**src/rtl/arith_decoder.sv**
```systemverilog
// Binary arithmetic decoder, fastqz/ZPAQ compatible (decompression side).
// Define ARITH_DEC_STATS_EN to add the BitCnt/ByteCnt statistics ports.
module arith_decoder #(
  parameter int IN_DW   = 8,
  parameter int Prob_DW = 32,
  parameter int P_W     = 16
) (
  input  logic               clk,
  input  logic               rst,
  input  logic               start,
  input  logic [IN_DW-1:0]   DecIn,
  input  logic               InputValid,
  output logic               InputReady,
  input  logic [P_W-1:0]     p,
  input  logic               pValid,
  output logic               pReady,
  output logic               y,
  output logic               OutputValid,
  input  logic               OutputReady,
  output logic               InitFinish,
  output logic [Prob_DW-1:0] DecLow,
  output logic [Prob_DW-1:0] DecHigh,
  output logic [Prob_DW-1:0] DecMid,
  output logic [Prob_DW-1:0] DecX
`ifdef ARITH_DEC_STATS_EN
  ,
  output logic [31:0]        BitCnt,
  output logic [31:0]        ByteCnt
`endif
);

  typedef enum logic [2:0] {
    S_Idle, S_Init, S_WaitP, S_Mid, S_Bit, S_Out, S_Shift
  } state_e;

  localparam logic [Prob_DW-1:0] ONES = '1;
  localparam logic [Prob_DW-1:0] LO_MASK =
    {{(Prob_DW-P_W){1'b0}}, {P_W{1'b1}}};

  state_e             state_q, state_d;
  logic [1:0]         cnt_q, cnt_d;
  logic [Prob_DW-1:0] low_q, low_d;
  logic [Prob_DW-1:0] high_q, high_d;
  logic [Prob_DW-1:0] mid_q, mid_d;
  logic [Prob_DW-1:0] x_q, x_d;
  logic [P_W-1:0]     p_q, p_d;
  logic               y_q, y_d;
  logic               ov_q, ov_d;
  logic               init_q, init_d;

  logic               in_hs;
  logic [Prob_DW-1:0] r, prod_hi, prod_lo, mid_calc;
  logic [Prob_DW-1:0] high_sh, low_sh, x_sh;

  assign InputReady  = (state_q == S_Init) || (state_q == S_Shift);
  assign pReady      = (state_q == S_WaitP);
  assign in_hs       = InputValid && InputReady;
  assign y           = y_q;
  assign OutputValid = ov_q;
  assign InitFinish  = init_q;
  assign DecLow      = low_q;
  assign DecHigh     = high_q;
  assign DecMid      = mid_q;
  assign DecX        = x_q;

  // Split-product midpoint: products are truncated to the register width.
  always_comb begin
    r        = high_q - low_q;
    prod_hi  = (r >> P_W) * Prob_DW'(p_q);
    prod_lo  = (r & LO_MASK) * Prob_DW'(p_q);
    mid_calc = low_q + prod_hi + (prod_lo >> P_W);
    high_sh  = {high_q[Prob_DW-IN_DW-1:0], {IN_DW{1'b1}}};
    low_sh   = {low_q[Prob_DW-IN_DW-1:0], {IN_DW{1'b0}}};
    x_sh     = {x_q[Prob_DW-IN_DW-1:0], DecIn};
  end

  // Next-state and datapath updates for the decode sequence.
  always_comb begin
    state_d = state_q;
    cnt_d   = cnt_q;
    low_d   = low_q;
    high_d  = high_q;
    mid_d   = mid_q;
    x_d     = x_q;
    p_d     = p_q;
    y_d     = y_q;
    ov_d    = ov_q;
    init_d  = init_q;
    unique case (state_q)
      S_Idle: begin
        if (start) begin
          state_d = S_Init;
          cnt_d   = '0;
          low_d   = '0;
          high_d  = ONES;
          x_d     = '0;
          init_d  = 1'b0;
        end
      end
      S_Init: begin
        if (in_hs) begin
          x_d   = x_sh;
          cnt_d = cnt_q + 2'd1;
          if (cnt_q == 2'd3) begin
            state_d = S_WaitP;
            init_d  = 1'b1;
          end
        end
      end
      S_WaitP: begin
        if (pValid) begin
          p_d     = p;
          state_d = S_Mid;
        end
      end
      S_Mid: begin
        mid_d   = mid_calc;
        state_d = S_Bit;
      end
      S_Bit: begin
        y_d = (x_q <= mid_q);
        if (x_q <= mid_q) high_d = mid_q;
        else              low_d  = mid_q + Prob_DW'(1);
        ov_d    = 1'b1;
        state_d = S_Out;
      end
      S_Out: begin
        if (OutputReady) begin
          ov_d = 1'b0;
          if (high_q[Prob_DW-1 -: IN_DW] == low_q[Prob_DW-1 -: IN_DW])
            state_d = S_Shift;
          else
            state_d = S_WaitP;
        end
      end
      S_Shift: begin
        if (in_hs) begin
          high_d = high_sh;
          low_d  = low_sh;
          x_d    = x_sh;
          if (high_sh[Prob_DW-1 -: IN_DW] != low_sh[Prob_DW-1 -: IN_DW])
            state_d = S_WaitP;
        end
      end
      default: state_d = S_Idle;
    endcase
  end

  // State and datapath registers with synchronous reset.
  always_ff @(posedge clk) begin
    if (rst) begin
      state_q <= S_Idle;
      cnt_q   <= '0;
      low_q   <= '0;
      high_q  <= ONES;
      mid_q   <= '0;
      x_q     <= '0;
      p_q     <= '0;
      y_q     <= 1'b0;
      ov_q    <= 1'b0;
      init_q  <= 1'b0;
    end else begin
      state_q <= state_d;
      cnt_q   <= cnt_d;
      low_q   <= low_d;
      high_q  <= high_d;
      mid_q   <= mid_d;
      x_q     <= x_d;
      p_q     <= p_d;
      y_q     <= y_d;
      ov_q    <= ov_d;
      init_q  <= init_d;
    end
  end

`ifdef ARITH_DEC_STATS_EN
  logic [31:0] bit_cnt_q, bit_cnt_d;
  logic [31:0] byte_cnt_q, byte_cnt_d;

  assign BitCnt  = bit_cnt_q;
  assign ByteCnt = byte_cnt_q;

  // Handshake counters, cleared when a new stream starts.
  always_comb begin
    bit_cnt_d  = bit_cnt_q + 32'(ov_q && OutputReady);
    byte_cnt_d = byte_cnt_q + 32'(in_hs);
    if (state_q == S_Idle && start) begin
      bit_cnt_d  = '0;
      byte_cnt_d = '0;
    end
  end

  // Counter registers.
  always_ff @(posedge clk) begin
    if (rst) begin
      bit_cnt_q  <= '0;
      byte_cnt_q <= '0;
    end else begin
      bit_cnt_q  <= bit_cnt_d;
      byte_cnt_q <= byte_cnt_d;
    end
  end
`endif

endmodule

```
**config.mk**
```make
export PLATFORM = sky130hd
export DESIGN_NAME = arith_decoder
export DESIGN_NICKNAME = d
export VERILOG_FILES = /design/src/rtl/arith_decoder.sv
export SDC_FILE = /design/constraint.sdc
export NUM_CORES = 2
export LEC_CHECK = 0
export CORE_ASPECT_RATIO = 0.9
export CORE_MARGIN = 3
export CORE_UTILIZATION = 53
export DETAILED_ROUTE_END_ITERATION = 7
export GPL_TIMING_DRIVEN = 1
export PLACE_DENSITY = 0.83
export SLEW_MARGIN = 5
export SYNTH_ARGS = -nofsm -noshare
export SYNTH_HDL_FRONTEND = slang
export SYNTH_SLANG_ARGS = --single-unit
```
**constraint.sdc**
```tcl
create_clock -name clk -period 11.1 [get_ports clk]
set_input_delay 2.22 -clock clk [delete_from_list [all_inputs] [get_ports clk]]
set_output_delay 2.22 -clock clk [all_outputs]
set_load 0.02 [all_outputs]
```
# Yosys cells after proc, flatten, opt, wreduce, memory -nomap -nowiden
# Cells that the tools add are included.
# word_totals
regBits,152
out_inout_bits,133
word_cells,81
# classes
addsub,5
n_mul,2
n_lt_le_gt_ge,1
n_eq_ne,19
n_mux,28
n_reduce_logical,16
# ops
op,n
$mux 32,7
$pmux 32 s3,2
$mul 16x16->32,2
$pmux 32 s2,1
$add 32x1->32 const B,1
$add 32x16->32,1
$add 32x32->32,1
$le 32x32->1,1
$sub 32x32->32,1
$mux 3,8
$pmux 3 s7,1
$ne 2x2->1 const B,7
$reduce_and 4->1,3
$eq 3x3->1 const B,3
$eq 8x8->1,1
$ne 8x8->1,1
$reduce_and 7->1,1
$eq 3x2->1 const B,2
$ne 2x1->1 const B,3
$reduce_and 3->1,2
$reduce_bool 2->1,3
$mux 1,4
$mux 2,2
$pmux 1 s2,2
10 further kinds,11

# Depth between registers and ports, before layout
# logic_depth
ltp_word,5
mapped_depth,49

# Worst setup path after synthesis
# No wires, ideal clock.
# synth_timing
path_kind,register -> register
from,"reg low_q[2], in the netlist DecLow[2]"
to,"reg mid_q[24], in the netlist DecMid[24]"
setup_time_ns,0.079
arrival_time_ns,11.825
path_slack_ns,-0.804
path_stages_with_launch,45
period_less_slack_ns,11.904
path_cell_list,dfxtp_1 > inv_1 > ha_1 > o211ai_1 > a21oi_1 > o41ai_4 > a21oi_1 > a31oi_1 > xnor2_1 > clkbuf_1 > nand2_1 > fa_1 > fa_1 > inv_1 > fa_1 > fa_1 > fa_1 > inv_1 > (+9 left out) > o211ai_1 > fa_1 > inv_1 > fa_1 > inv_1 > fa_1 > fa_1 > fa_1 > inv_1 > ha_1 > clkbuf_1 > and3_1 > nand2_1 > or4_1 > nand2_1 > o211ai_1 > a2111o_1 > o211ai_1
# synth_between
elab_chain_cells,4
# synth_rtl
item,line_no,rtl
start: declaration,42,"logic [Prob_DW-1:0] low_q, low_d;"
start signal: assignment,165,low_q <= low_d;
$sub 32x32->32,68,r = high_q - low_q;
$mul 16x16->32,69,prod_hi = (r >> P_W) * Prob_DW'(p_q);
$add 32x32->32,71,mid_calc = low_q + prod_hi + (prod_lo >> P_W);
$add 32x16->32 *,71,
end signal: assignment,167,mid_q <= mid_d;
end: declaration,44,"logic [Prob_DW-1:0] mid_q, mid_d;"
# Mark *: on every way between the ends. The rest lies on a longest branch, timed or not.
# A chain may end at the register's enable or synchronous reset.

# Worst setup path after layout
# layout_timing
from,"reg low_q[2], in the netlist DecLow[2]"
to,"reg mid_q[30], in the netlist DecMid[30]"
# Same word-level chain as after synthesis.

==> summary.txt <==
Area leader, netlist -> fa_1
Cell Pwr Density -> 87.3 nW/um^2
Final period util -> 107%
Die Wd -> 259 um
Synth cell count leaders -> inv_1 (591), nand2_1 (516), fa_1 (435)
Standard-cell rows -> 82
Port Buffers -> 162
Most numerous cell on the critical path -> fa_1
Synth Flop Type -> dfxtp_1
Worst-Margin Slew -> 1.29 ns
CTS tree -> done
Iter 0 DRT Violations -> 3600
Number of synthesized flops with an enable pin -> 0
Class of the worst hold path -> register to register
Routability Congestion -> 0.953
Worst Slack Setup Final -> -0.745 ns
Vias/cell -> 6.12
Flops & latches, synth -> 152
Peak VDD IR -> 0.148 mV
WL per Instance -> 21.5 um
Failing checks -> setup timing
WP data required -> 11.41 ns
Hold Buf Count CTS -> 0
Setup TNS -> -12.42 ns
CP max stage cell -> fa_1
Starting Density -> 54.2%
Final Power -> 3.17 mW
Worst R2R Start -> DecLow[2]$_SDFFE_PP0P_
Antenna cells -> 0
Layout cell share with drive strength beyond 1 -> 15.3%
Crit path DAT -> 12.16 ns
Clock skew -> 0.0257 ns
R2R setup slack -> -0.74 ns
Critical path capture point type -> register
Root buf cell -> clkbuf_16
Warning count from the yosys run -> 0
All-layer global routing usage -> 32.9%
Achievable frequency -> 84.4 MHz
DRC violations left -> 0
Die footprint -> 60500 um^2
Routed vias -> 29100
Fill cell count -> 4292
Minimum clock period -> 11.84 ns
DP HPWL -> 76100 um
Top cells by area, synth -> fa_1 (29%), ha_1 (11%), dfxtp_1 (10%)
Synthesized Nets -> 4487
CTS clk-pin slew, worst paths -> 0.07 ns
Syn avg cell area -> 8.12 um^2
Slew headroom -> 13.8%
Kind of critical path -> register to register
Synthesized area -> 30500 um^2
DIE HEIGHT -> 234 um
Max-slew violation count -> 0
Initial antenna violation count -> 0
Asr flop ratio synth -> 0%
Cells after Synth -> 3759
Largest net degree at the start of global routing -> 85
CTS sink count -> 152
Max clock buf depth -> 2
TritonRoute pass-1 iters -> 8
Synth cell types -> 91
First-pass GRT wire length -> 157000 um
Critical Path Source Type -> register
Hold Fails Final Rpt -> 0
Crit path from -> DecLow[2]$_SDFFE_PP0P_
WL final -> 102000 um
CP peak stage delay -> 0.60 ns
I/O pin cnt -> 163
Number of CTS-inserted buffers -> 17
Core Footprint -> 56300 um^2
Layout area overhead -> 19.0%
Most numerous cell in the Yosys netlist -> inv_1
Outcome -> complete, but fails checks
Antenna Nets Post-Route -> 0
Register area share after synthesis -> 9.97%
Grt total ovfl -> 0
Unrepaired setup endpoints after global routing -> true
Final setup viols -> 22
Max-cap violations -> 0
Yosys top cell area share -> 28.5%
P_leak -> 15.8 nW
Vias in the first global route -> 29100
Clk_lat worst skew -> 0.48 ns
H-tree Lvls -> 4
HP Start -> InitFinish$_SDFFE_PP0P_
Max FO, Critical Path -> 5
Nets@finish -> 4712
Hold_ws -> 0.478 ns
==> placed cells by master, fill, tap and decap left out, types with 13 or more instances in the layout <==
cell type,count
inv_1,570
nand2_1,508
fa_1,419
buf_4,287
ha_1,238
clkdlybuf4s50_1,161
and2_1,156
nand3_1,143
a21oi_1,143
dfxtp_1,140
nor2_1,133
nand2b_1,80
nor3_1,70
mux2_2,49
xnor2_1,47
o21ai_0,44
mux2i_1,43
o22ai_1,41
a21o_1,40
nor2b_1,34
o21a_1,30
a31oi_1,26
and3_1,24
a311oi_1,23
ha_4,22
inv_2,19
nand4_1,18
nand4b_1,18
o311a_1,17
a41oi_1,17
a22oi_1,17
clkbuf_16,17
nor4b_1,16
fa_2,16
xor2_1,15
buf_6,15
o211ai_1,13
o221ai_1,13
==> cells by family after synthesis <==
| family | share of synthesized area, % |
|---|---|
| simple gates | 20.5 |
| buf+inv | 10.8 |
| fa+ha+maj | 39.3 |
| compound gates | 13.5 |
| flops | 9.97 |
| mux | 3.74 |
| xor+xnor | 2.18 |
==> metrics by stage <==
| step | setup slack (ns) | utilization [%] | area [um^2] | cells |
|---|---|---|---|---|
| after floorplan | 0.0000693 | - | 30800 | 3759 |
| after global placement | -0.516 | 61.3 | 34500 | 4684 |
| after detailed placement | -0.747 | 61.3 | 34500 | 4684 |
| after CTS | -0.400 | 63.5 | 35800 | 4736 |
| after global routing | -1.15 | 64.5 | 36300 | 4753 |
| final | -0.745 | 64.5 | 36300 | 4753 |
==> sequential cells by signal, summed over array words and instances, names as in the netlist <==
| name | flops |
|---|---|
| cnt_q | 2 |
| DecMid | 32 |
| y | 1 |
| state_q | 3 |
| p_q | 16 |
| DecLow | 32 |
| DecHigh | 32 |
| OutputValid | 1 |
| DecX | 32 |
| InitFinish | 1 |
==> layout make-up <==
type | count | area (um^2) | share of cell area, %
Multi-Input combinational cell | 2745 | 25300 | 69.6
Timing Repair Buffer | 474 | 4160 | 11.4
Tap cell | 756 | 946 | 2.60
Inverter | 594 | 2240 | 6.16
Clock buffer | 17 | 425 | 1.17
Sequential cell | 152 | 3070 | 8.46
Clock inverter | 15 | 201 | 0.555
==> layer usage <==
layer	up-vias	part of all wire [%]	GRT usage, %
met1	14100	38	42.9
li1	12700	-	-
met2	1911	45	51.7
met4	0	5.7	15.2
met5	-	0	0
met3	389	12	7.98
==> critical path, delay by kind of cell, from the launching register on <==
| family | cells | cell delay, ns |
|---|---|---|
| mux | 1 | 0.14 |
| simple gates | 4 | 0.81 |
| xor+xnor | 1 | 0.15 |
| flops | 1 | 0.37 |
| compound gates | 15 | 2.69 |
| buf+inv | 12 | 1.16 |
| fa+ha+maj | 14 | 6.37 |
==> power breakdown <==
group	total [mW]	switching, mW	leakage [nW]	internal [mW]
combinational	1.92	1.10	14.3	0.813
clock	0.660	0.296	0.307	0.364
sequential	0.594	0.0365	1.23	0.558
==> worst paths after layout <==
| kind | depth (start not counted) | endpoint |
|---|---|---|
| setup / recovery | 47 | DecMid[30]$_SDFFE_PP0N_ |
| hold / removal | 1 | InitFinish$_SDFFE_PP0P_ |
| setup reg to reg | 47 | DecMid[30]$_SDFFE_PP0N_ |
| hold reg to reg | 1 | InitFinish$_SDFFE_PP0P_ |
==> timing repair <==
item                                    CTS  global route
setup buffers                            20            17
endpoints found under the setup margin   23            26
gates resized for setup                 100            83
gates cloned                              0             0
pin swaps                                57            61
No activity file was read; power rests on OpenSTA's default activity.
